$ cat src/rtl/itch_pkg.sv
// Shared ITCH decoder definitions: message types,
// Replace Order field layout and decoder states.
package itch_pkg;

  localparam logic [7:0] ITCH_TYPE_ADD     = 8'h41;
  localparam logic [7:0] ITCH_TYPE_DELETE  = 8'h44;
  localparam logic [7:0] ITCH_TYPE_EXEC    = 8'h45;
  localparam logic [7:0] ITCH_TYPE_REPLACE = 8'h55;
  localparam logic [7:0] ITCH_TYPE_CANCEL  = 8'h58;

  localparam int REPLACE_LEN = 27;

  localparam int OLD_REF_OFF = 1;
  localparam int OLD_REF_LEN = 8;
  localparam int NEW_REF_OFF = 9;
  localparam int NEW_REF_LEN = 8;
  localparam int SHARES_OFF  = 17;
  localparam int SHARES_LEN  = 4;
  localparam int PRICE_OFF   = 21;
  localparam int PRICE_LEN   = 4;

  typedef enum logic [1:0] {
    IDLE,
    PARSE,
    SKIP
  } dec_state_e;

endpackage

$ cat src/rtl/itch_lane_capture.sv
// One big-endian message field, loaded from whichever
// beat lanes land on its byte offsets.
module itch_lane_capture #(
  parameter int BPC         = 4,
  parameter int FIELD_OFF   = 1,
  parameter int FIELD_BYTES = 8,
  parameter int OFF_W       = 6,
  localparam int CW         = $clog2(BPC) + 1
) (
  input  logic                     clk,
  input  logic                     rst,
  input  logic                     en,
  input  logic                     clr,
  input  logic [OFF_W-1:0]         off,
  input  logic [8*BPC-1:0]         data_in,
  input  logic [CW-1:0]            bytes_in,
  output logic [8*FIELD_BYTES-1:0] field
);

  logic [8*FIELD_BYTES-1:0] field_d;

  always_comb begin
    field_d = field;
    for (int k = 0; k < BPC; k++) begin
      for (int j = 0; j < FIELD_BYTES; j++) begin
        if (k < int'(bytes_in) &&
            int'(off) + k == FIELD_OFF + j)
          field_d[8*(FIELD_BYTES-1-j) +: 8] =
            data_in[8*k +: 8];
      end
    end
  end

  // clear wins over a same-cycle load
  always_ff @(posedge clk) begin
    if (rst || clr)
      field <= '0;
    else if (en)
      field <= field_d;
  end

endmodule

$ cat src/rtl/itch_replace_decoder_wide.sv
// Multi-byte-per-beat Replace Order ('U') decoder with
// speculative first-beat capture and length qualification.
module itch_replace_decoder_wide
  import itch_pkg::*;
#(
  parameter int          BPC        = 4,
  parameter logic [7:0]  MSG_TYPE   = ITCH_TYPE_REPLACE,
  parameter int          MSG_LENGTH = REPLACE_LEN,
  parameter int          OFF_W      = 6,
  localparam int         CW         = $clog2(BPC) + 1
) (
  input  logic               clk,
  input  logic               rst,
  input  logic [8*BPC-1:0]   data_in,
  input  logic               valid_in,
  input  logic [CW-1:0]      bytes_in,
  input  logic               last_in,
  output logic               replace_internal_valid,
  output logic               replace_packet_invalid,
  output logic [63:0]        replace_old_order_ref,
  output logic [63:0]        replace_new_order_ref,
  output logic [31:0]        replace_shares,
  output logic [31:0]        replace_price
);

  localparam int SW = OFF_W + 1;

  dec_state_e       state, state_d;
  logic [OFF_W-1:0] off, off_d;
  logic [SW-1:0]    sum;
  logic             hit, len_eq, len_gt;
  logic             cap_en, clr, ok_d, bad_d;

  assign sum    = {1'b0, off} + SW'(bytes_in);
  assign len_eq = (sum == SW'(MSG_LENGTH));
  assign len_gt = (sum >  SW'(MSG_LENGTH));
  assign hit    = (state == PARSE) ||
                  (data_in[7:0] == MSG_TYPE);

  always_comb begin
    state_d = state;
    off_d   = off;
    cap_en  = 1'b0;
    clr     = 1'b0;
    ok_d    = 1'b0;
    bad_d   = 1'b0;
    if (valid_in) begin
      unique case (state)
        SKIP: begin
          off_d = sum[OFF_W] ? '1 : sum[OFF_W-1:0];
          if (last_in) begin
            state_d = IDLE;
            off_d   = '0;
          end
        end
        default: begin
          cap_en = 1'b1;
          off_d  = sum[OFF_W-1:0];
          if (last_in) begin
            state_d = IDLE;
            off_d   = '0;
            ok_d    = hit && len_eq;
            bad_d   = hit && !len_eq;
          end else if (!hit) begin
            state_d = SKIP;
          end else if (len_gt) begin
            state_d = SKIP;
            bad_d   = 1'b1;
          end else begin
            state_d = PARSE;
          end
          clr = bad_d;
        end
      endcase
    end
  end

  always_ff @(posedge clk) begin
    if (rst) begin
      state                  <= IDLE;
      off                    <= '0;
      replace_internal_valid <= 1'b0;
      replace_packet_invalid <= 1'b0;
    end else begin
      state                  <= state_d;
      off                    <= off_d;
      replace_internal_valid <= ok_d;
      replace_packet_invalid <= bad_d;
    end
  end

  itch_lane_capture #(
    .BPC(BPC), .FIELD_OFF(OLD_REF_OFF),
    .FIELD_BYTES(OLD_REF_LEN), .OFF_W(OFF_W)
  ) u_old_ref (
    .clk(clk), .rst(rst), .en(cap_en), .clr(clr),
    .off(off), .data_in(data_in), .bytes_in(bytes_in),
    .field(replace_old_order_ref)
  );

  itch_lane_capture #(
    .BPC(BPC), .FIELD_OFF(NEW_REF_OFF),
    .FIELD_BYTES(NEW_REF_LEN), .OFF_W(OFF_W)
  ) u_new_ref (
    .clk(clk), .rst(rst), .en(cap_en), .clr(clr),
    .off(off), .data_in(data_in), .bytes_in(bytes_in),
    .field(replace_new_order_ref)
  );

  itch_lane_capture #(
    .BPC(BPC), .FIELD_OFF(SHARES_OFF),
    .FIELD_BYTES(SHARES_LEN), .OFF_W(OFF_W)
  ) u_shares (
    .clk(clk), .rst(rst), .en(cap_en), .clr(clr),
    .off(off), .data_in(data_in), .bytes_in(bytes_in),
    .field(replace_shares)
  );

  itch_lane_capture #(
    .BPC(BPC), .FIELD_OFF(PRICE_OFF),
    .FIELD_BYTES(PRICE_LEN), .OFF_W(OFF_W)
  ) u_price (
    .clk(clk), .rst(rst), .en(cap_en), .clr(clr),
    .off(off), .data_in(data_in), .bytes_in(bytes_in),
    .field(replace_price)
  );

endmodule

$ cat config.mk
export PLATFORM = sky130hd
export DESIGN_NAME = itch_replace_decoder_wide
export DESIGN_NICKNAME = d
export VERILOG_FILES = /design/src/rtl/itch_pkg.sv /design/src/rtl/itch_lane_capture.sv /design/src/rtl/itch_replace_decoder_wide.sv
export SDC_FILE = /design/constraint.sdc
export NUM_CORES = 1
export LEC_CHECK = 0
export BUFFER_PORTS_ARGS = -buffer_cell sky130_fd_sc_hd__clkbuf_2
export CAP_MARGIN = 10
export CORE_MARGIN = 1
export CORE_UTILIZATION = 53
export CTS_CLUSTER_DIAMETER = 150
export DETAILED_ROUTE_END_ITERATION = 8
export PLACE_DENSITY = 0.78
export SLEW_MARGIN = 20
export SYNTH_ARGS = -nofsm -noshare
export SYNTH_HDL_FRONTEND = slang
export SYNTH_SLANG_ARGS = --single-unit
$ cat constraint.sdc
create_clock -name clk -period 3.2 [get_ports clk]
set_input_delay 0.48 -clock clk [delete_from_list [all_inputs] [get_ports clk]]
set_output_delay 0.48 -clock clk [all_outputs]
set_load 0.02 [all_outputs]
==> results of run 1 <==
## layout make-up
type / instances / area, sq um
clock buffer: 31 / 603
clock inverter: 5 / 60.1
fill: 2508 / 9720
inverter: 10 / 37.5
multi-input combinational: 1580 / 9840
sequential: 202 / 4040
tap: 378 / 473
timing repair buffer: 426 / 3010
## state kept, by name, indices dropped and copies added, names as in the netlist
signal and cells:
replace_packet_invalid 1, off 6, replace_internal_valid 1, state 2, u_new_ref.field 64, u_old_ref.field 64, u_price.field 32, u_shares.field 32
## logic make-up after synthesis
| family | count (synthesis) |
|---|---|
| flip-flops | 202 |
| AND/OR/NAND/NOR | 642 |
| buffers and inverters | 233 |
| XOR/XNOR | 15 |
| adder cells (fa/ha/maj) | 6 |
| AO/OA/AOI/OAI | 770 |
| multiplexers | 147 |
## critical path: stages, from the launching register on
cell	delay, ns
dfxtp_1	0.35
ha_1	0.24
fa_1	0.43
or3_1	0.38
o22a_1	0.22
a311o_1	0.41
a31oi_4	0.24
buf_12	0.16
buf_4	0.17
clkbuf_16	0.20
o21ai_1	0.08
a31oi_1	0.15
## path summary, 6_finish.rpt
kind,startpoint,endpoint,slack (ns),depth (start not counted)
worst min register to register,u_price.field[16]$_SDFFE_PP0P_,u_price.field[16]$_SDFFE_PP0P_,0.50,1
worst min-delay path,last_in,state[0]$_SDFFE_PP0P_,0.34,3
worst max-delay path,off[0]$_SDFFE_PP0P_,u_new_ref.field[47]$_SDFFE_PP0P_,0.08,11
worst max register to register,off[0]$_SDFFE_PP0P_,u_new_ref.field[47]$_SDFFE_PP0P_,0.08,11
## timing repair
| action | 4_1_cts | 5_1_grt |
|---|---|---|
| endpoints found under the setup margin | 0 | 41 |
| endpoints found under the hold margin | 0 | 0 |
| gates resized for setup | 0 | 6 |
| setup buffers | 0 | 3 |
## metal layers
metal | part of all wire [%] | up-vias | GRT usage, % | routed length (um)
li1 | - | 7979 | - | -
met1 | 39 | 8351 | 56.2 | 24800
met2 | 41 | 1463 | 62.7 | 26300
met3 | 14 | 349 | 9.93 | 8680
met4 | 6.5 | 0 | 23.9 | 4180
met5 | 0 | - | 0 | 0
## synthesized netlist by cell type (9+ instances only)
library cell	instances
mux2_2	24
a21oi_1	213
nor2b_1	17
and3_1	23
a21o_1	10
buf_4	22
a211oi_1	126
nand2b_1	12
nand4_1	32
xnor2_1	10
o21ai_1	35
inv_1	10
and2_1	10
or2_2	9
a311oi_1	35
a31oi_1	57
buf_2	50
nand3_1	53
a22oi_1	10
nor3_1	56
o211ai_1	14
o31a_1	9
nand2_1	152
mux2i_1	123
clkbuf_1	135
o21ai_0	148
nor2_1	229
a211o_1	35
a221oi_1	11
buf_6	10
dfxtp_1	202
## power by group
group	internal [mW]	switching, mW	total, mW
Combinational	0.429	0.897	1.33
Clock	1.38	1.04	2.42
Sequential	2.58	0.0363	2.61
## per-stage QoR
| stage | setup slack [ns] | cells | power, mW | hold WS, ns |
|---|---|---|---|---|
| floorplan | 0.144 | 2015 | 3.43 | 0.476 |
| global placement | 0.0281 | 2590 | 3.87 | 0.483 |
| detailed placement | -0.0109 | 2590 | 3.89 | 0.486 |
| CTS | 0.125 | 2626 | 6.29 | 0.316 |
| global route | -0.0145 | 2632 | 6.54 | 0.367 |
| finish | 0.0772 | 2632 | 6.36 | 0.342 |
==> metrics.md, run 1 <==
| Metric | Value |
|---|---|
| Status | `finished, final reports clean` |
| Proportion of layout cells with a drive suffix above 1 | `23.7%` |
| Crit share post-route | `97.6%` |
| Clock buffer depth | `3` |
| Utilization after layout | `65.0%` |
| Initial antenna violation count | `0` |
| FFs w/ async S/R, synth | `0%` |
| Max cap viols | `0` |
| Antenna cells | `0` |
| Most frequent cells in the layout | `clkbuf_2 (232), nor2_1 (229), a21oi_1 (213)` |
| PD cells | `352 mW/mm^2` |
| Setup crit start kind | `flop` |
| Port bufs | `232` |
| GRT overflow | `0` |
| Critical path class | `flop to flop` |
| TNS Setup | `0 ns` |
| Synth area leader | `dfxtp_1` |
| CTS tree | `done` |
| GRT Overall Usage | `42.4%` |
| Final hold vios | `0` |
| IO Pins | `233` |
| Xor/xnor share of the synthesized area | `0.979%` |
| Skew final | `0.0117 ns` |
| Vias in the first global route | `16.2k` |
| Synth area leaders | `dfxtp_1 (27%), mux2i_1 (8.2%), a21oi_1 (7.1%)` |
| Arrival time at the worst endpoint | `3.57 ns` |
| Fin nets | `2286` |
| Post-Synthesis Cell Area | `0.0149 sq mm` |
| Chip width | `170 um` |
| Placed Area | `0.0173 sq mm` |
| Final WL | `63900 um` |
| Number of synthesized flops with an enable pin | `0` |
| DP Wirelength | `40800 um` |
| Achievable frequency | `0.320 GHz` |
| Largest family of logic cells by synthesized area | `compound AO/OA/AOI/OAI gates` |
| CTS Hold Bufs | `0` |
| Avg Vias per Cell | `6.89` |
| Library cells used by synthesis | `88` |
| Row cnt | `61` |
| Synthesized flop and latch total | `202` |
| Area share of the largest cell type after synthesis | `27.1%` |
| DR WL/cell | `24.3 um` |
| Die height | `170 um` |
| Worst slew pin tran | `0.995 ns` |
| CP max FO | `19` |
| Sequential share of the synthesized area | `27.1%` |
| WP data required | `3.65 ns` |
| Die ar. | `0.0289 sq mm` |
| Clock sink count | `202` |
| Worst VDD drop | `0.000336 V` |
| Worst skew pair latency | `0.53 ns` |
| 1st-iter DRT viols | `2646` |
| Crit. End Element | `flop` |
| Adder-cell share of the synthesized area | `0.552%` |
| Area Growth Syn to Fin | `20.8%` |
| Drt first pass iters | `8` |
| Ys Warns | `0` |
| Pin count of the biggest net entering global routing | `44` |
| Setup violators final | `0` |
| Min Tclk post-route | `3.12 ns` |
| Compound-Gate Fraction of Synth Area | `33.4%` |
| Final instance area | `0.0181 sq mm` |
| Commonest non-fill, non-tap cell in the layout | `clkbuf_2` |
| H-tree depth | `1` |
| Simple-gate area share of the yosys netlist | `20.6%` |
| Mux contribution to synthesized area | `10.0%` |
| Syn_nets | `2060` |
| Core ar. | `0.0278 sq mm` |
| CTS Buf Count | `21` |
| Leakage | `8.09 nW` |
| RD Place Congestion | `1.04` |
| Syn avg cell area | `7.42 sq um` |
| Synth Instances | `2015` |
| Slew Viols, Final | `0` |
| Root Driver | `clkbuf_16` |
| Drc violations | `0` |
| Starting Density | `53.8%` |
| Antenna-violating nets left | `0` |
| Vias after detailed routing | `18.1k` |
| Synth Flop Type | `dfxtp_1` |
| Slew margin rel. | `33.7%` |
| First-pass GRT wire length | `94800 um` |
| Clk pin slew, worst setup/hold paths | `0.07 ns` |
| Worst Hold Class | `input pin to flop` |
Power figures use the tool's default switching activity.
==> run 2, diff against run 1 <==
--- a/config.mk
+++ b/config.mk
@@ -5,7 +5,7 @@
 export SDC_FILE = /design/constraint.sdc
 export NUM_CORES = 1
 export LEC_CHECK = 0
-export BUFFER_PORTS_ARGS = -buffer_cell sky130_fd_sc_hd__clkbuf_2
+export BUFFER_PORTS_ARGS = -buffer_cell sky130_fd_sc_hd__buf_2
 export CAP_MARGIN = 10
 export CORE_MARGIN = 1
 export CORE_UTILIZATION = 53
==> run 2 against run 1 <==
Against the previous run:
- hold slack worse by 0.031 ns
- sequential power about the same
- count of clock-buffer cells in the layout up 2
- critical path type unchanged
- cell count up 1.4%
- clock skew down 0.00081 ns
- critical endpoint is now u_new_ref.field[31]$_SDFFE_PP0P_
- flip-flop and latch count unchanged
- design area up 1.4%
- routed wire length up 3.6%
- sequential share of layout area down 0.31 points
- clock power up 4%
==> metrics.md, run 2 (synthesized netlist as in run 1, its figures left out) <==
| Metric | Value |
|---|---|
| Port bufs | `232` |
| Fin nets | `2320` |
| IO Pins | `233` |
| Arrival time at the worst endpoint | `3.61 ns` |
| Setup violators final | `0` |
| Antenna-violating nets left | `0` |
| DP Wirelength | `42700 um` |
| Top cell by count, worst path | `buf_4` |
| Clock buffer depth | `3` |
| Most frequent cells in the layout | `buf_2 (232), nor2_1 (229), a21oi_1 (213)` |
| CP cell instances | `buf_6 > fa_1 > or3_1 > o22a_1 > a311o_1 > a31oi_4 > buf_4 > buf_4 > clkbuf_16 > o21ai_1 > a31oi_1` |
| Critical path's slowest cell | `fa_1` |
| Final hold vios | `0` |
| Vias after detailed routing | `18.2k` |
| H-tree depth | `1` |
| Min Tclk post-route | `3.16 ns` |
| PD cells | `354 mW/mm^2` |
| Core ar. | `0.0278 sq mm` |
| Chip width | `170 um` |
| CP max FO | `20` |
| Critical path buffers and inverters | `4` |
| Crit. End Element | `flop` |
| Clock sink count | `202` |
| Die height | `170 um` |
| Slew margin rel. | `35.5%` |
| CTS tree | `done` |
| CTS Hold Bufs | `0` |
| Drc violations | `0` |
| Fillers | `2441` |
| Status | `finished, final reports clean` |
| Row cnt | `61` |
| RSZ-0062 raised after global routing | `no` |
| Proportion of layout cells with a drive suffix above 1 | `25.1%` |
| WP data required | `3.64 ns` |
| Final WL | `66200 um` |
| Achievable frequency | `0.316 GHz` |
| Avg Vias per Cell | `6.83` |
| GRT overflow | `0` |
| First-pass GRT wire length | `97400 um` |
| Initial antenna violation count | `2` |
| Crit-path leading delay family | `compound AO/OA/AOI/OAI gates` |
| Starting Density | `53.8%` |
| Slew Viols, Final | `0` |
| Final hold slack | `0.311 ns` |
| DR WL/cell | `24.8 um` |
| Multi-input gate area | `0.00984 sq mm` |
| Crit share post-route | `98.9%` |
| Delay of the slowest critical-path stage | `0.45 ns` |
| 1st-iter DRT viols | `2442` |
| Critical path class | `flop to flop` |
| Worst skew pair latency | `0.52 ns` |
| Setup crit start kind | `flop` |
| Max cap viols | `0` |
| Clk pin slew, worst setup/hold paths | `0.06 ns` |
| Root Driver | `clkbuf_16` |
| Worst VDD drop | `0.000351 V` |
| Drt first pass iters | `7` |
| Vias in the first global route | `16.4k` |
| CTS Buf Count | `22` |
| Register area | `0.00404 sq mm` |
| Die ar. | `0.0289 sq mm` |
| GRT Overall Usage | `43.9%` |
| Commonest non-fill, non-tap cell in the layout | `buf_2` |
| Pin count of the biggest net entering global routing | `42` |
| Largest regs | `u_new_ref.field (64), u_old_ref.field (64)` |
| RD Place Congestion | `1.01` |
| Skew final | `0.0109 ns` |
| Utilization after layout | `65.9%` |
| Area Growth Syn to Fin | `22.5%` |
| Worst Hold Class | `input pin to flop` |
| Leakage | `8.44 nW` |
| Worst slew pin tran | `0.967 ns` |
==> run 2: layout make-up <==
| class | count | share of cell area, % |
|---|---|---|
| Multi-Input combinational cell | 1580 | 53.7 |
| Clock buffer | 33 | 3.67 |
| Antenna cell | 1 | 0.0137 |
| Sequential cell | 202 | 22.1 |
| Tap cell | 378 | 2.58 |
| Inverter | 10 | 0.205 |
| Timing Repair Buffer | 459 | 17.5 |
| Clock inverter | 7 | 0.239 |
==> run 2: routing by layer <==
layer  vias to the layer above  wire length, um  GRT usage, %
li1                       8049                -             -
met4                         2             3780          21.7
met1                      8386            25600          56.1
met3                       340             9100          13.1
met5                         -               13             0
met2                      1463            27700          66.7
==> run 2: worst reg2reg max path, cell delays in order (launching register included) <==
cell and delay [ns]:
dfxtp_1 0.38, buf_6 0.20, fa_1 0.45, or3_1 0.39, o22a_1 0.23, a311o_1 0.36
a31oi_4 0.26, buf_4 0.17, buf_4 0.18, clkbuf_16 0.21, o21ai_1 0.09, a31oi_1 0.17
==> run 2: final timing paths <==
path / slack (ns) / end / depth (start not counted) / startpoint
setup reg to reg: 0.04 / u_new_ref.field[31]$_SDFFE_PP0P_ / 11 / off[1]$_SDFFE_PP0P_
hold reg to reg: 0.50 / u_price.field[23]$_SDFFE_PP0P_ / 2 / u_price.field[23]$_SDFFE_PP0P_
hold / removal: 0.31 / off[4]$_SDFFE_PP0P_ / 2 / rst
setup / recovery: 0.04 / u_new_ref.field[31]$_SDFFE_PP0P_ / 11 / off[1]$_SDFFE_PP0P_
==> run 2: power breakdown <==
part / switching [mW] / leakage, nW / internal, mW
Clock: 1.06 / 0.352 / 1.45
Combinational: 0.921 / 6.46 / 0.439
Sequential: 0.0336 / 1.63 / 2.58
==> run 2: what timing repair did <==
item                                    in CTS  in global routing
setup buffers                                0                  4
resized for setup                            0                  4
endpoints found under the setup margin       0                 33
==> run 2: metrics by stage <==
stage | setup WS [ns] | setup TNS (ns) | total power, mW | cells | cell area [sq um]
after floorplan | 0.144 | 0 | 3.43 | 2015 | 14900
after global placement | 0.00525 | 0 | 3.90 | 2622 | 17500
after detailed placement | -0.0637 | -0.893 | 3.92 | 2622 | 17500
after CTS | 0.0848 | 0 | 6.41 | 2662 | 18200
after global routing | 0.00650 | 0 | 6.66 | 2669 | 18300
final | 0.0353 | 0 | 6.48 | 2670 | 18300
